## src/rtl/efpga_accel_if.sv

```systemverilog
// Core <-> eFPGA accelerator link. The core side drives the operands and strobe,
// and the fabric side returns the results and the done/overrun status.
interface efpga_accel_if #(
   parameter int DATA_W  = 32,
   parameter int DELAY_W = 4
) ();
   logic               en_i;
   logic               write_strobe_i;
   logic [DATA_W-1:0]  operand_a_i;
   logic [DATA_W-1:0]  operand_b_i;
   logic [1:0]         operator_i;
   logic [DELAY_W-1:0] delay_i;
   logic [DATA_W-1:0]  result_a_o;
   logic [DATA_W-1:0]  result_b_o;
   logic [DATA_W-1:0]  result_c_o;
   logic               fpga_done_o;
   logic               overrun_o;

   modport master (
      output en_i, write_strobe_i, operand_a_i, operand_b_i, operator_i, delay_i,
      input  result_a_o, result_b_o, result_c_o, fpga_done_o, overrun_o
   );

   modport slave (
      input  en_i, write_strobe_i, operand_a_i, operand_b_i, operator_i, delay_i,
      output result_a_o, result_b_o, result_c_o, fpga_done_o, overrun_o
   );
endinterface

```

## src/rtl/efpga_accel_responder.sv

```systemverilog
// Soft model of the eFPGA fabric: latches one operation, stays busy for the
// programmed delay, then publishes three results and raises done.
module efpga_accel_responder #(
   parameter int DATA_W  = 32,
   parameter int DELAY_W = 4
) (
   input  logic         clk,
   input  logic         reset,
   efpga_accel_if.slave bus
);

   typedef enum logic {IDLE, BUSY} state_t;

   state_t             state;
   logic [DELAY_W-1:0] cnt;
   logic [DATA_W-1:0]  a_p0;
   logic [DATA_W-1:0]  b_p0;
   logic [1:0]         op_p0;
   logic [DATA_W-1:0]  res_a_q;
   logic [DATA_W-1:0]  res_b_q;
   logic [DATA_W-1:0]  res_c_q;
   logic               done_q;
   logic               overrun_q;
   logic               accept;
   logic [3*DATA_W-1:0] res_nxt;

   function automatic logic [3*DATA_W-1:0] op_result(
      input logic [1:0]        op,
      input logic [DATA_W-1:0] a,
      input logic [DATA_W-1:0] b
   );
      logic [DATA_W:0]        sum;
      logic [2*DATA_W-1:0]    prod;
      logic signed [DATA_W-1:0] sa;
      logic signed [DATA_W-1:0] sb;
      logic [DATA_W-1:0]      ra;
      logic [DATA_W-1:0]      rb;
      logic [DATA_W-1:0]      rc;
      sum  = {1'b0, a} + {1'b0, b};
      prod = {{DATA_W{1'b0}}, a} * {{DATA_W{1'b0}}, b};
      sa   = a;
      sb   = b;
      ra   = a & b;
      rb   = a | b;
      rc   = a ^ b;
      case (op)
         2'b00: begin
            ra = sum[DATA_W-1:0];
            rb = {{(DATA_W-1){1'b0}}, sum[DATA_W]};
            rc = a ^ b;
         end
         2'b01: begin
            ra = a - b;
            rb = {{(DATA_W-1){1'b0}}, (a < b)};
            rc = {{(DATA_W-1){1'b0}}, (sa < sb)};
         end
         2'b10: begin
            ra = prod[DATA_W-1:0];
            rb = prod[2*DATA_W-1:DATA_W];
            rc = '0;
         end
         default: ;
      endcase
      return {rc, rb, ra};
   endfunction

   assign accept  = (state == IDLE) && bus.en_i && bus.write_strobe_i;
   // Results are combinational from the holding registers; only the completion edge registers them.
   assign res_nxt = op_result(op_p0, a_p0, b_p0);

   // p0: operand holding registers, loaded on an accepted strobe
   always_ff @(posedge clk) begin
      if (accept) begin
         a_p0  <= bus.operand_a_i;
         b_p0  <= bus.operand_b_i;
         op_p0 <= bus.operator_i;
      end
   end

   always_ff @(posedge clk) begin
      if (reset) begin
         state     <= IDLE;
         cnt       <= '0;
         res_a_q   <= '0;
         res_b_q   <= '0;
         res_c_q   <= '0;
         done_q    <= 1'b1;
         overrun_q <= 1'b0;
      end else begin
         case (state)
            IDLE: begin
               if (accept) begin
                  state  <= BUSY;
                  cnt    <= bus.delay_i;
                  done_q <= 1'b0;
               end
            end
            BUSY: begin
               if (!bus.en_i) begin
                  state  <= IDLE;
                  done_q <= 1'b1;
               end else begin
                  if (bus.write_strobe_i) overrun_q <= 1'b1;
                  if (cnt != '0) begin
                     cnt <= cnt - 1'b1;
                  end else begin
                     res_a_q <= res_nxt[DATA_W-1:0];
                     res_b_q <= res_nxt[2*DATA_W-1:DATA_W];
                     res_c_q <= res_nxt[3*DATA_W-1:2*DATA_W];
                     state   <= IDLE;
                     done_q  <= 1'b1;
                  end
               end
            end
            default: state <= IDLE;
         endcase
      end
   end

   assign bus.result_a_o  = res_a_q;
   assign bus.result_b_o  = res_b_q;
   assign bus.result_c_o  = res_c_q;
   assign bus.fpga_done_o = done_q;
   assign bus.overrun_o   = overrun_q;

endmodule

```

## src/flat_wrapper.sv

```systemverilog
// flat-port wrapper written by rule: the top's interface ports become plain ports
module efpga_accel_responder_flat 
#(
   parameter int DATA_W  = 32,
   parameter int DELAY_W = 4
)
  (clk, reset, bus_en_i, bus_write_strobe_i, bus_operand_a_i, bus_operand_b_i, bus_operator_i, bus_delay_i, bus_result_a_o, bus_result_b_o, bus_result_c_o, bus_fpga_done_o, bus_overrun_o);
  efpga_accel_if #(.DATA_W(DATA_W), .DELAY_W(DELAY_W)) bus_i ();
  input  logic clk;
  input  logic reset;
  input wire logic [$bits(bus_i.en_i)-1:0] bus_en_i;
  input wire logic [$bits(bus_i.write_strobe_i)-1:0] bus_write_strobe_i;
  input wire logic [$bits(bus_i.operand_a_i)-1:0] bus_operand_a_i;
  input wire logic [$bits(bus_i.operand_b_i)-1:0] bus_operand_b_i;
  input wire logic [$bits(bus_i.operator_i)-1:0] bus_operator_i;
  input wire logic [$bits(bus_i.delay_i)-1:0] bus_delay_i;
  output wire logic [$bits(bus_i.result_a_o)-1:0] bus_result_a_o;
  output wire logic [$bits(bus_i.result_b_o)-1:0] bus_result_b_o;
  output wire logic [$bits(bus_i.result_c_o)-1:0] bus_result_c_o;
  output wire logic [$bits(bus_i.fpga_done_o)-1:0] bus_fpga_done_o;
  output wire logic [$bits(bus_i.overrun_o)-1:0] bus_overrun_o;
  assign bus_i.en_i = bus_en_i;
  assign bus_i.write_strobe_i = bus_write_strobe_i;
  assign bus_i.operand_a_i = bus_operand_a_i;
  assign bus_i.operand_b_i = bus_operand_b_i;
  assign bus_i.operator_i = bus_operator_i;
  assign bus_i.delay_i = bus_delay_i;
  assign bus_result_a_o = bus_i.result_a_o;
  assign bus_result_b_o = bus_i.result_b_o;
  assign bus_result_c_o = bus_i.result_c_o;
  assign bus_fpga_done_o = bus_i.fpga_done_o;
  assign bus_overrun_o = bus_i.overrun_o;
  efpga_accel_responder #(.DATA_W(DATA_W), .DELAY_W(DELAY_W)) u_core (.clk(clk), .reset(reset), .bus(bus_i));
endmodule
```

## config.mk

```make
export PLATFORM = sky130hd
export DESIGN_NAME = efpga_accel_responder_flat
export DESIGN_NICKNAME = d
export VERILOG_FILES = /design/src/rtl/efpga_accel_if.sv /design/src/rtl/efpga_accel_responder.sv /design/src/flat_wrapper.sv
export SDC_FILE = /design/constraint.sdc
export NUM_CORES = 2
export LEC_CHECK = 0
export BUFFER_PORTS_ARGS = -buffer_cell sky130_fd_sc_hd__buf_2
export CAP_MARGIN = 0
export CORE_ASPECT_RATIO = 2
export CORE_MARGIN = 2
export CORE_UTILIZATION = 50
export DETAILED_ROUTE_END_ITERATION = 16
export GPL_ROUTABILITY_DRIVEN = 0
export HOLD_SLACK_MARGIN = 0.12
export PLACE_DENSITY = 0.67
export SLEW_MARGIN = 25
export SYNTH_ARGS = -nofsm -noshare
export SYNTH_HDL_FRONTEND = slang
export SYNTH_SLANG_ARGS = --single-unit
```

## constraint.sdc

```tcl
create_clock -name clk -period 9.6 [get_ports clk]
set_clock_uncertainty 0.15 [all_clocks]
set_input_delay 0.48 -clock clk [delete_from_list [all_inputs] [get_ports clk]]
set_output_delay 0.48 -clock clk [all_outputs]
set_load 0.02 [all_outputs]
```

Word level (Yosys, flattened, before mapping)

Cells that the tools add are included.

Register bits: 169
Input port bits: 74
Output and inout bits: 98
Word-level logic and storage cells: 50

$add $sub $neg: 3
$mul: 1
Magnitude comparators: 2
Eq/ne operators: 6
Multiplexer cells: 15
Bitwise logic cells: 5
Reduce and logical (&&, ||, !) cells: 8

Operators with widths:

| kind                | number |
|---|---|
| $pmux 32 s3         | 2 |
| $lt 32x32->1        | 2 |
| $mul 32x32->64      | 1 |
| $pmux 32 s2         | 1 |
| $add 32x32->33      | 1 |
| $and 32x32->32      | 1 |
| $or 32x32->32       | 1 |
| $sub 32x32->32      | 1 |
| $xor 32x32->32      | 1 |
| $mux 4              | 3 |
| $reduce_and 3->1    | 3 |
| $pmux 4 s2          | 1 |
| $mux 1              | 6 |
| $ne 2x2->1 const B  | 2 |
| $pmux 1 s2          | 2 |
| $reduce_bool 4->1   | 1 |
| $sub 4x1->4 const B | 1 |
| $ne 3x3->1 const B  | 1 |
| $eq 2x1->1 const B  | 1 |
| $eq 2x2->1 const B  | 1 |
| $logic_and 1x1->1   | 2 |
| $logic_not 2->1     | 1 |
| $ne 2x1->1 const B  | 1 |
| $not 1->1           | 2 |
| $reduce_and 2->1    | 1 |

Depth between registers and ports, before layout

Word-level depth: 5
Gate-level depth with buffers: 31

Worst setup path after synthesis

Ideal clock, no wire load.

Kind: register -> register
From: register u_core.b_p0[9]
To: register u_core.res_b_q[21], in the netlist u_core.bus.result_b_o[21]
Setup time: 132 ps
Data arrival time: 7360 ps
Data required time: 9318 ps
Path slack: 1958 ps
Stages on the path, launching flop included: 30
Path buffers: 3
Clock period less this slack: 7642 ps
Path through: edfxtp_1 -> clkbuf_1 -> clkinv_1 -> buf_1 -> nor2_1 -> fa_1 -> fa_1 -> inv_1 -> fa_1 -> inv_1 -> fa_1 -> inv_1 -> fa_1 -> fa_1 -> fa_1 -> fa_1 -> inv_1 -> ha_1 -> clkbuf_1 -> a21oi_1 -> o21bai_1 -> a21oi_1 -> o21ai_0 -> a221oi_1 -> o21a_1 -> o41ai_4 -> a31oi_2 -> xor2_1 -> o221ai_1 -> nor3b_2

Longest elaborated chain between the ends: 2

RTL lines:

| item                   | RTL line                     | source |
|---|---|---|
| from (decl)            | efpga_accel_responder.sv:17  | `logic [DATA_W-1:0] b_p0;` |
| from (signal assigned) | efpga_accel_responder.sv:75  | `b_p0 <= bus.operand_b_i;` |
| $mul 32x32->64         | efpga_accel_responder.sv:40  | `prod = {{DATA_W{1'b0}}, a} * {{DATA_W{1'b0}}, b};` |
| $pmux 32 s3            | efpga_accel_responder.sv:46  | `case (op)` |
| to (signal assigned)   | efpga_accel_responder.sv:108 | `res_b_q <= res_nxt[2*DATA_W-1:DATA_W];` |
| to (decl)              | efpga_accel_responder.sv:20  | `logic [DATA_W-1:0] res_b_q;` |

No other way between the ends.
A chain may end at the register's enable or synchronous reset.

Worst setup path in the final report

From: register u_core.b_p0[11]
To: register u_core.res_b_q[28], in the netlist u_core.bus.result_b_o[28]

Same word-level chain as after synthesis.

==> out/metrics.yaml <==
final_nets: 6370
cts_resized: 0
final.min_clock_period_ns: 8.95
slew_violations: 0
syn_area_um2: 42600
slew_headroom: 0.230
synth_nets: 6240
synth_seq_cells: 169
die_h_um: 417
core_um2: 84600
finalHoldViolCount: 0
grt_max_degree: 82
synth_cell_types: 98
final_cell_mix: "953 x inv_1, 897 x fa_1, 708 x nor2_1"
layout-drive-gt1-share: 0.0858
ys_seq_area_frac: 0.0949
hp-class: "in -> reg"
drtIter0Drc: 3550
drc_errors: 0
tns_ns: 0
status: "completed"
holdWs_ns: 0.158
wirelength_mm: 172
firstDrtPassIters: 8
syn_avg_cell_area_um2: 8.69
holdPathStages: 3
cp.arrival_ns: 9.18
reg2regPathDepth: 24
overflow: 0
critical_path_class: "reg -> reg"
clkTransAtPathRegs_ns: 0.08
synthToLayoutAreaGrowth_pct: 8.66
worstSkewPairLatency_ns: 0.51
regArea_um2: 4040
h-tree-depth: 4
antenna_found_initial: 6
crit_fanout: 14
instances_no_fill: 6124
grt_pass1_vias: 40419
cts_buffers: 17
tritoncts: "built"
grt_pass1_wl_mm: 252
synth_edf_count: 66
setup_violations: 0
final_util: 0.547
cap_violations: 0
rsz0062_at_grt: "false"
grtUsageTotal: 0.401
numPortBuffers: 171
cts_root_buffer: "clkbuf_16"
clock.fmax_mhz: 112
io_pins: 172
worstMarginPinSlew_ns: 1.16
vias: 37455
cts_sinks: 169
initial_utilization: 0.503
clk_path_buf_depth: 2
cts_setup_buffers: 0
wl_per_cell_um: 28.0
yosysWarnings: 0
drtAntennaViolNets: 0
synthCells: 4903
ys_async_sr_fraction: 0
yosys_most_used_dff: "dfxtp_1"
final_common_cell: "inv_1"
multi_input_area_um2: 33800
endpoint_kind: "flop"
dpl.hpwl_mm: 136
placedCellCount: 6018
period_share: 0.932
worstPathRequired_ns: 9.83
dieArea_um2: 87700
fill_cells: 7818
die_x_um: 210
viasPerCell: 6.12
start_kind: "flop"
num_rows: 151
==> timing repair <==
action                                  CTS  global route
hold buffers                             67             0
endpoints found under the setup margin    0             0
hold endpoints to repair                 67             0
==> critical path: stages, from the launching register on <==
cell and delay (ns):
edfxtp_1 0.94, inv_1 0.46, buf_4 0.37, nor2_1 0.19, fa_1 0.42, fa_1 0.49
inv_1 0.06, fa_1 0.47, fa_1 0.52, fa_1 0.56, inv_1 0.05, fa_1 0.45
fa_1 0.56, fa_1 0.45, ha_1 0.42, and3_1 0.30, nand4_1 0.18, or4_1 0.45
o21bai_1 0.24, and3_4 0.26, a21oi_1 0.24, o31ai_1 0.14, xor2_1 0.15, o221ai_1 0.10
nor3b_2 0.19
==> cell type report <==
| cell class | instances | area share |
|---|---|---|
| Multi-Input combinational cell | 3463 | 0.729 |
| Sequential cell | 169 | 0.0874 |
| Inverter | 984 | 0.0798 |
| Timing Repair Buffer | 398 | 0.0613 |
| Tap cell | 1071 | 0.0289 |
| Clock buffer | 17 | 0.00919 |
| Clock inverter | 15 | 0.00365 |
| Antenna cell | 7 | 0.000378 |
==> metrics by stage <==
stage / area (um^2) / setup slack, ns
6_report: 46300 / 0.648
5_1_grt: 46300 / 0.463
2_1_floorplan: 42600 / 1.96
4_1_cts: 46300 / 0.832
3_3_place_gp: 45000 / 0.902
3_5_place_dp: 45000 / 0.923
==> cells in the mapped netlist, drive strengths merged (5+ instances only) <==
master / number / area, um^2
nor3b: 11 / 92.6
nor2: 709 / 2660
clkbuf: 225 / 846
xnor2: 49 / 429
nand2: 559 / 2100
o22ai: 9 / 56.3
edfxtp: 66 / 1980
clkinv: 22 / 82.6
nand3: 27 / 135
xor2: 24 / 210
o31ai: 14 / 143
o211ai: 22 / 170
o21ai: 112 / 579
a211o: 5 / 43.8
buf: 62 / 272
a21oi: 200 / 1030
inv: 962 / 3610
o41ai: 5 / 96.3
fa: 897 / 18000
nand4: 24 / 150
a211oi: 21 / 173
a21boi: 8 / 63.8
or3: 6 / 37.5
nor3: 66 / 350
o311ai: 5 / 51.3
nor4: 10 / 68.8
o21bai: 30 / 225
a221oi: 21 / 220
mux2i: 10 / 100
dfxtp: 103 / 2060
a31oi: 28 / 194
ha: 366 / 4580
nand2b: 21 / 131
a22oi: 5 / 51.3
a221o: 10 / 100
nor2b: 11 / 68.8
o21ba: 5 / 50.1
o221ai: 22 / 193
and3: 23 / 149
o21a: 18 / 135
or2: 5 / 31.3
a21o: 55 / 420
==> flip-flops by register name, indices dropped and copies added, names as in the netlist <==
signal,count
u_core.state,1
u_core.bus.result_b_o,32
u_core.bus.fpga_done_o,1
u_core.cnt,4
u_core.a_p0,32
u_core.b_p0,32
u_core.bus.result_c_o,32
u_core.bus.result_a_o,32
u_core.op_p0,2
u_core.bus.overrun_o,1
==> per-layer routing <==
layer	up-vias	part of all wire	global-route usage
li1	15301	-	-
met1	18559	0.30	0.400
met5	-	0.00020	0
met3	1084	0.094	0.0906
met2	2507	0.47	0.667
met4	4	0.13	0.412
==> cells by family (layout without fill, tap and decap cells) <==
logic type	Yosys count	count (layout)	synth area share
simple gates	1485	1485	0.143
buf+inv	1271	1414	0.113
fa+ha+maj	1263	1263	0.529
compound gates	632	632	0.103
flops	169	169	0.0949
xor+xnor	73	73	0.0150
mux	10	10	0.00235
other cells	0	7	0
==> path summary, 6_finish.rpt <==
kind                                  from                         to  slack, ns
setup / recovery           u_core.b_p0[11]  u_core.bus.result_b_o[28]       0.65
hold / removal              bus_delay_i[1]              u_core.cnt[1]       0.16
setup reg to reg           u_core.b_p0[11]  u_core.bus.result_b_o[28]       0.65
hold reg to reg   u_core.bus.result_c_o[3]   u_core.bus.result_c_o[3]       0.31
Power is not shown: default switching activity piles up to over one toggle a cycle in this logic, so the estimate is an artifact.
